--- src/rtl/i2c_xfer_sched_if.sv ---
// Core-side bus between the transfer scheduler and the i2c_bridge core.
// master = scheduler (drives control/data), slave = core (returns status/read data).
interface i2c_xfer_sched_if;
  logic [7:0]  i2c_con1;
  logic [7:0]  i2c_con2;
  logic [31:0] Din;
  logic [31:0] Dout;
  logic [7:0]  i2c_stat;

  modport master (
    output i2c_con1,
    output i2c_con2,
    output Din,
    input  Dout,
    input  i2c_stat
  );

  modport slave (
    input  i2c_con1,
    input  i2c_con2,
    input  Din,
    output Dout,
    output i2c_stat
  );
endinterface

--- src/rtl/i2c_xfer_sched.sv ---
// Round-robin scheduler that shares one i2c_bridge core between two requesters,
// sequencing con1/con2/Din, watching i2c_stat and recovering the core on timeout.
module i2c_xfer_sched #(
  parameter int TMO_W = 16
) (
  input  logic                 CLK,
  input  logic                 RST,
  input  logic [1:0]           clk_sel,
  input  logic [1:0]           req,
  input  logic [1:0]           req_rw,
  input  logic [13:0]          req_addr,
  input  logic [3:0]           req_cnt,
  input  logic [63:0]          req_wdata,
  output logic [1:0]           gnt,
  output logic [1:0]           done,
  output logic                 err,
  output logic [31:0]          rdata,
  output logic [2:0]           dbg_state,
  i2c_xfer_sched_if.master     core
);

  // Requester handshake: req[n] is a level held until done[n]; gnt[n] is held from
  // LOAD through COMPLETE; done[n] is a single-cycle pulse and err/rdata are valid with it.
  typedef enum logic [2:0] {
    S_IDLE      = 3'd0,
    S_LOAD      = 3'd1,
    S_START     = 3'd2,
    S_WAIT_BUSY = 3'd3,
    S_WAIT_DONE = 3'd4,
    S_COMPLETE  = 3'd5,
    S_DRAIN     = 3'd6,
    S_RECOVER   = 3'd7
  } state_t;

  state_t             state_q, state_d;
  logic [1:0]         gnt_q, gnt_d;
  logic [1:0]         done_q, done_d;
  logic               err_q, err_d;
  logic [31:0]        rdata_q, rdata_d;
  logic [7:0]         con2_q, con2_d;
  logic [31:0]        din_q, din_d;
  logic [1:0]         cc_q, cc_d;
  logic [1:0]         ff_q, ff_d;
  logic               rw_q, rw_d;
  logic               rr_q, rr_d;
  logic               e_q, e_d;
  logic               r_q, r_d;
  logic               da_q, da_d;
  logic               rec_done_q, rec_done_d;
  logic [TMO_W-1:0]   cnt_q, cnt_d;

  logic               tmo;
  logic               win_idx;
  logic [31:0]        rd_mask;
  logic [TMO_W-1:0]   cnt_inc;
  logic               unused_stat;

  assign unused_stat = ^core.i2c_stat[7:3];
  assign tmo         = (cnt_q == {TMO_W{1'b1}});
  assign cnt_inc     = cnt_q + {{(TMO_W-1){1'b0}}, 1'b1};

  // rr_q remembers the last granted requester; on contention the other one wins.
  always_comb begin
    if (req == 2'b11) win_idx = ~rr_q;
    else              win_idx = req[1];
  end

  always_comb begin
    case (cc_q)
      2'd0:    rd_mask = 32'h0000_00ff;
      2'd1:    rd_mask = 32'h0000_ffff;
      2'd2:    rd_mask = 32'h00ff_ffff;
      default: rd_mask = 32'hffff_ffff;
    endcase
  end

  always_comb begin
    state_d    = state_q;
    gnt_d      = gnt_q;
    done_d     = 2'b00;
    err_d      = err_q;
    rdata_d    = rdata_q;
    con2_d     = con2_q;
    din_d      = din_q;
    cc_d       = cc_q;
    ff_d       = ff_q;
    rw_d       = rw_q;
    rr_d       = rr_q;
    rec_done_d = rec_done_q;
    cnt_d      = cnt_q;
    da_d       = 1'b1;

    case (state_q)
      S_IDLE: begin
        if (|req) begin
          gnt_d   = win_idx ? 2'b10 : 2'b01;
          rw_d    = win_idx ? req_rw[1] : req_rw[0];
          con2_d  = win_idx ? {req_rw[1], req_addr[13:7]} : {req_rw[0], req_addr[6:0]};
          din_d   = win_idx ? req_wdata[63:32] : req_wdata[31:0];
          cc_d    = win_idx ? req_cnt[3:2] : req_cnt[1:0];
          ff_d    = clk_sel;
          cnt_d   = '0;
          state_d = S_LOAD;
        end
      end
      S_LOAD:  state_d = S_START;
      S_START: state_d = S_WAIT_BUSY;
      S_WAIT_BUSY: begin
        if (tmo) begin
          rec_done_d = 1'b1;
          state_d    = S_RECOVER;
        end else begin
          cnt_d = cnt_inc;
          if (core.i2c_stat[0]) state_d = S_WAIT_DONE;
        end
      end
      S_WAIT_DONE: begin
        if (tmo) begin
          rec_done_d = 1'b1;
          state_d    = S_RECOVER;
        end else begin
          cnt_d = cnt_inc;
          if (core.i2c_stat[1]) begin
            err_d = core.i2c_stat[2];
            if (rw_q && !core.i2c_stat[2]) rdata_d = core.Dout & rd_mask;
            state_d = S_COMPLETE;
          end
        end
      end
      S_COMPLETE: begin
        done_d  = gnt_q;
        gnt_d   = 2'b00;
        rr_d    = gnt_q[1];
        state_d = S_DRAIN;
      end
      S_DRAIN: begin
        // done was already returned, so a stuck xfer-done only needs a core reset.
        if (tmo) begin
          rec_done_d = 1'b0;
          state_d    = S_RECOVER;
        end else begin
          cnt_d = cnt_inc;
          if (!core.i2c_stat[1]) state_d = S_IDLE;
        end
      end
      S_RECOVER: begin
        if (rec_done_q) begin
          done_d = gnt_q;
          err_d  = 1'b1;
          gnt_d  = 2'b00;
          rr_d   = gnt_q[1];
        end
        rec_done_d = 1'b0;
        state_d    = S_IDLE;
      end
      default: state_d = S_IDLE;
    endcase

    // Enable and core-reset bits follow the state being entered so they line up with it.
    e_d = (state_d == S_START) || (state_d == S_WAIT_BUSY) || (state_d == S_WAIT_DONE);
    r_d = (state_d != S_RECOVER);
  end

  always_ff @(posedge CLK or posedge RST) begin
    if (RST) begin
      state_q    <= S_IDLE;
      gnt_q      <= 2'b00;
      done_q     <= 2'b00;
      err_q      <= 1'b0;
      rdata_q    <= 32'h0;
      con2_q     <= 8'h00;
      din_q      <= 32'h0;
      cc_q       <= 2'b00;
      ff_q       <= 2'b00;
      rw_q       <= 1'b0;
      rr_q       <= 1'b1;
      e_q        <= 1'b0;
      r_q        <= 1'b0;
      da_q       <= 1'b0;
      rec_done_q <= 1'b0;
      cnt_q      <= '0;
    end else begin
      state_q    <= state_d;
      gnt_q      <= gnt_d;
      done_q     <= done_d;
      err_q      <= err_d;
      rdata_q    <= rdata_d;
      con2_q     <= con2_d;
      din_q      <= din_d;
      cc_q       <= cc_d;
      ff_q       <= ff_d;
      rw_q       <= rw_d;
      rr_q       <= rr_d;
      e_q        <= e_d;
      r_q        <= r_d;
      da_q       <= da_d;
      rec_done_q <= rec_done_d;
      cnt_q      <= cnt_d;
    end
  end

  assign gnt           = gnt_q;
  assign done          = done_q;
  assign err           = err_q;
  assign rdata         = rdata_q;
  assign dbg_state     = state_q;
  assign core.i2c_con1 = {ff_q, 1'b0, da_q, cc_q, e_q, r_q};
  assign core.i2c_con2 = con2_q;
  assign core.Din      = din_q;

endmodule

--- src/flat_wrapper.sv ---
// flat-port wrapper written by rule: the top's interface ports become plain ports
module i2c_xfer_sched_flat 
#(
  parameter int TMO_W = 16
)
  (CLK, RST, clk_sel, req, req_rw, req_addr, req_cnt, req_wdata, gnt, done, err, rdata, dbg_state, core_i2c_con1, core_i2c_con2, core_Din, core_Dout, core_i2c_stat);
  i2c_xfer_sched_if core_i ();
  input  logic CLK;
  input  logic RST;
  input  logic [1:0] clk_sel;
  input  logic [1:0] req;
  input  logic [1:0] req_rw;
  input  logic [13:0] req_addr;
  input  logic [3:0] req_cnt;
  input  logic [63:0] req_wdata;
  output logic [1:0] gnt;
  output logic [1:0] done;
  output logic err;
  output logic [31:0] rdata;
  output logic [2:0] dbg_state;
  output wire logic [$bits(core_i.i2c_con1)-1:0] core_i2c_con1;
  output wire logic [$bits(core_i.i2c_con2)-1:0] core_i2c_con2;
  output wire logic [$bits(core_i.Din)-1:0] core_Din;
  input wire logic [$bits(core_i.Dout)-1:0] core_Dout;
  input wire logic [$bits(core_i.i2c_stat)-1:0] core_i2c_stat;
  assign core_i2c_con1 = core_i.i2c_con1;
  assign core_i2c_con2 = core_i.i2c_con2;
  assign core_Din = core_i.Din;
  assign core_i.Dout = core_Dout;
  assign core_i.i2c_stat = core_i2c_stat;
  i2c_xfer_sched #(.TMO_W(TMO_W)) u_core (.CLK(CLK), .RST(RST), .clk_sel(clk_sel), .req(req), .req_rw(req_rw), .req_addr(req_addr), .req_cnt(req_cnt), .req_wdata(req_wdata), .gnt(gnt), .done(done), .err(err), .rdata(rdata), .dbg_state(dbg_state), .core(core_i));
endmodule
--- config.mk ---
export PLATFORM = sky130hd
export DESIGN_NAME = i2c_xfer_sched_flat
export DESIGN_NICKNAME = d
export VERILOG_FILES = /design/src/rtl/i2c_xfer_sched_if.sv /design/src/rtl/i2c_xfer_sched.sv /design/src/flat_wrapper.sv
export SDC_FILE = /design/constraint.sdc
export NUM_CORES = 1
export LEC_CHECK = 0
export BUFFER_PORTS_ARGS = -buffer_cell sky130_fd_sc_hd__buf_2
export CORE_ASPECT_RATIO = 2
export CORE_MARGIN = 2
export CORE_UTILIZATION = 43
export CTS_CLUSTER_SIZE = 24
export DETAILED_ROUTE_END_ITERATION = 7
export GPL_TIMING_DRIVEN = 0
export PLACE_DENSITY_LB_ADDON = 0.1
export SYNTH_ARGS = -nofsm -noshare
export SYNTH_HDL_FRONTEND = slang
export SYNTH_SLANG_ARGS = --single-unit
--- constraint.sdc ---
create_clock -name CLK -period 3.1 [get_ports CLK]
set_input_delay 0.31 -clock CLK [delete_from_list [all_inputs] [get_ports CLK]]
set_output_delay 0.31 -clock CLK [all_outputs]
set_load 0.1 [all_outputs]
==> insert_results.sql <==
INSERT INTO impl_metrics (metric_group, metric, value, unit) VALUES
('run_status', 'run_status', 'finished clean', ''),
('sta', 'final_min_period_over_clock_period', '74.31', '%'),
('floorplanning', 'floorplan.die.width', '79.07', 'um'),
('cells_and_area', 'fin_nets', '842', ''),
('sta', 'skew', '0.009715', 'ns'),
('global_route', 'pin_count_of_the_biggest_net_entering_global_routing', '75', ''),
('placed_design', 'placement.setup.worst_slack', '0.7677', 'ns'),
('global_route', 'grt_overflow', '0', ''),
('worst_hold_path', 'holdCritPathClass', 'in2reg', ''),
('floorplanning', 'floorplan.die.height', '154.1', 'um'),
('synth', 'synth.cell_area', '4846', 'um2'),
('clock_network', 'htreeDepth', '3', ''),
('clock_network', 'clk_buf_depth', '2', ''),
('routing', 'route.detailed.drc', '0', ''),
('sta', 'postLayoutSetupSlackWorst', '0.7963', 'ns'),
('clock_network', 'tritoncts_clock_tree', 'built', ''),
('synth', 'post_synth_main_area_contributors', 'dfrtp_1 54%, mux2i_1 8.9%, nand2_1 4.9%', ''),
('cells_and_area', 'post_route_cells_drive_above_1_share', '35.61', '%'),
('routing', 'wirelength', '13110', 'um'),
('global_route', 'initial_antenna_violation_count', '0', ''),
('clock_network', 'clock_network_latency_to_the_later_pin_of_the_worst_skew_pair', '0.34', 'ns'),
('routing', 'first_pass_iters', '4', ''),
('setup_path', 'instance_count_on_the_critical_path', '6', ''),
('synth', 'postSynthRegisterBits', '105', ''),
('sta', 'final-max-slew-violation-count', '0', ''),
('setup_path', 'worst_setup_path_start_kind', 'flop', ''),
('synth', 'synthCells', '487', ''),
('global_route', 'grt.total_usage', '21.54', '%'),
('setup_path', 'crit_top_cell', 'clkbuf_1', ''),
('setup_path', 'slowest_stage', 'clkbuf_1', ''),
('cells_and_area', 'area_growth_from_synthesis_to_final_layout', '32.46', '%'),
('synth', 'synthesis.nets', '618', ''),
('clock_network', 'cts.sinks', '105', ''),
('floorplanning', 'fp.coreArea', '10950', 'um2'),
('sta', 'report.final.setup_viol', '0', ''),
('floorplanning', 'io_pins', '218', ''),
('setup_path', 'cell_chain_critical_path', 'buf_2 -> nor3_2 -> o21ai_1 -> clkbuf_1 -> clkbuf_1 -> o21ai_0', ''),
('cells_and_area', 'insertedDiodeCount', '0', ''),
('synth', 'synthDominantAreaCellType', 'dfrtp_1', ''),
('synth', 'ys_seq_area_share', '54.25', '%'),
('floorplanning', 'fp-row-count', '54', ''),
('global_route', 'first_global_vias', '4326', ''),
('setup_path', 'timing.reg2reg.setup_slack', '0.80', 'ns'),
('placed_design', 'finalWeightedCongestion', '0.8238', ''),
('synth', 'ys_warn_count', '0', ''),
('synth', 'postSynthAreaPerCell', '9.951', 'um2'),
('sta', 'tightestPinTransition', '0.8094', 'ns'),
('setup_path', 'worst-path-max-fanout', '10', ''),
('setup_path', 'critPathRequiredTime', '3.30', 'ns'),
('clock_network', 'cts_resized', '0', ''),
('routing', 'vias', '4328', ''),
('sta', 'report.final.hold_viol_count', '0', ''),
('sta', 'fin_setup_tns', '0', 'ns'),
('sta', 'grt_setup_unrepaired', 'no', ''),
('clock_network', 'worst_setup_hold_path_clk_slew', '0.07', 'ns'),
('setup_path', 'endpoint_kind', 'flop', ''),
('setup_path', 'r2r-end', 'u_core.core.i2c_con2[1]', ''),
('setup_path', 'critPathCapture', 'u_core.core.i2c_con2[1]', ''),
('setup_path', 'crit_start', 'u_core.dbg_state[1]', ''),
('setup_path', 'cp_num_buf_inv', '3', ''),
('placed_design', 'post-dp-hpwl', '10310', 'um'),
('floorplanning', 'dieArea', '12190', 'um2'),
('setup_path', 'worst_path_arrival', '2.50', 'ns'),
('synth', 'yosysUniqueCellTypes', '46', ''),
('placed_design', 'buffer_ports.inserted', '211', ''),
('setup_path', 'crit_family', 'buffers and inverters', ''),
('synth', 'synth_top_cell_area_share', '53.71', '%'),
('setup_path', 'max_stage_delay', '0.47', 'ns'),
('setup_path', 'ff2ff_path_depth', '6', ''),
('routing', 'antenna_violating_nets_post_route', '0', ''),
('clock_network', 'cts_made_buffers', '9', '');
flip-flops by register name (all words and copies together), names as in the netlist:
register	cells
u_core.core.Din	32
u_core.core.i2c_con2	7
u_core.gnt	2
u_core.rdata	32
u_core.rec_done_q	1
u_core.dbg_state	3
u_core.cnt_q	16
u_core.rw_q	1
u_core.da_q	1
u_core.cc_q	2
u_core.e_q	1
u_core.done	2
u_core.ff_q	2
u_core.r_q	1
u_core.err	1
u_core.rr_q	1
layout make-up:
| class | count | area [um2] | share of cell area [%] |
|---|---|---|---|
| well taps | 140 | 175.2 | 2.729 |
| multi-input cells | 313 | 1917 | 29.86 |
| flip-flops and latches | 105 | 2629 | 40.96 |
| plain buffers | 39 | 187.7 | 2.924 |
| clock inverters | 4 | 35.03 | 0.5458 |
| repair buffers | 213 | 1094 | 17.04 |
| clock buffers | 12 | 266.5 | 4.152 |
| inverters | 30 | 115.1 | 1.793 |
worst min-delay path by stage:
stage                       startpoint                      end  slack [ns]
4_1_cts                     clk_sel[0]           u_core.ff_q[0]        0.16
5_1_grt                     clk_sel[0]           u_core.ff_q[0]        0.16
3_3_place_gp   u_core.core.i2c_con2[0]  u_core.core.i2c_con2[0]        0.46
6_report                    clk_sel[1]           u_core.ff_q[1]        0.16
2_1_floorplan               clk_sel[0]           u_core.ff_q[0]        0.42
3_5_place_dp                       RST         u_core.rdata[13]        0.35
cells in the mapped netlist (all sizes together):
master and count:
dfrtp 104, o21ai 72, nand2 63, mux2i 43, nand3 31, inv 30
buf 22, nor2 20, clkbuf 17, xnor2 13, nand4 11, mux2 8
nor4 8, a211oi 4, a21oi 4, nor3 3, nor4b 3, o211ai 3
a21boi 2, a31oi 2, conb 2, nand2b 2, nor2b 2, o31ai 2
or2 2, a2111oi 1, a21o 1, and2 1, and3 1, and3b 1
and4 1, dfstp 1, ha 1, nand3b 1, nor3b 1, o21a 1
o21bai 1, o22ai 1, o32ai 1
routing by layer:
metal	routed length, um	global-route usage [%]
met1	4990	23.51
met2	7085	40.36
met3	658	3.404
met4	378	8.539
met5	0	0
cell usage in the layout (no fill, tap or decap), drive strengths merged, types with 4 or more instances in the layout:
master  count
a21oi       4
nor2       20
o21ai      72
a211oi      4
nand2      63
mux2i      43
clkbuf     29
buf       234
inv        31
nor4        8
dfrtp     104
nand3      31
nand4      11
xnor2      13
mux2        8
cell families (layout without fill, tap and decap cells):
group	Yosys count	count (layout)	synth area share, %
other	2	2	0.1550
adders and majority gates	1	1	0.2582
buffers and inverters	69	298	6.197
AOI/OAI and AO/OA	95	95	11.00
xor gates and xnor gates	13	13	2.350
muxes	51	51	10.74
DFF	105	105	54.25
and+or+nand+nor	151	151	15.05
worst reg2reg max path, stage by stage, from the launching register on:
cell	delay, ns
dfrtp_1	0.34
buf_2	0.19
nor3_2	0.09
o21ai_1	0.44
clkbuf_1	0.47
clkbuf_1	0.46
o21ai_0	0.17
timing repair:
item                                    4_1_cts  5_1_grt
hold buffers                                  1        0
endpoints found under the setup margin        0        0
endpoints found under the hold margin        31        0
setup buffers                                 0        0
metrics by stage:
step                      instances  utilization (%)  hold slack (ns)  cell area, um2
after floorplan                 487                -           0.4154            4846
after global placement          838            55.52           0.4602            6077
after detailed placement        839            55.80           0.3459            6107
after CTS                       856            58.64           0.1561            6419
after global routing            856            58.64           0.1591            6419
final                           856            58.64           0.1632            6419
Power is left out: the tool's default activity adds up to more than one toggle a clock period on the data nets, which glitch-free logic cannot reach.
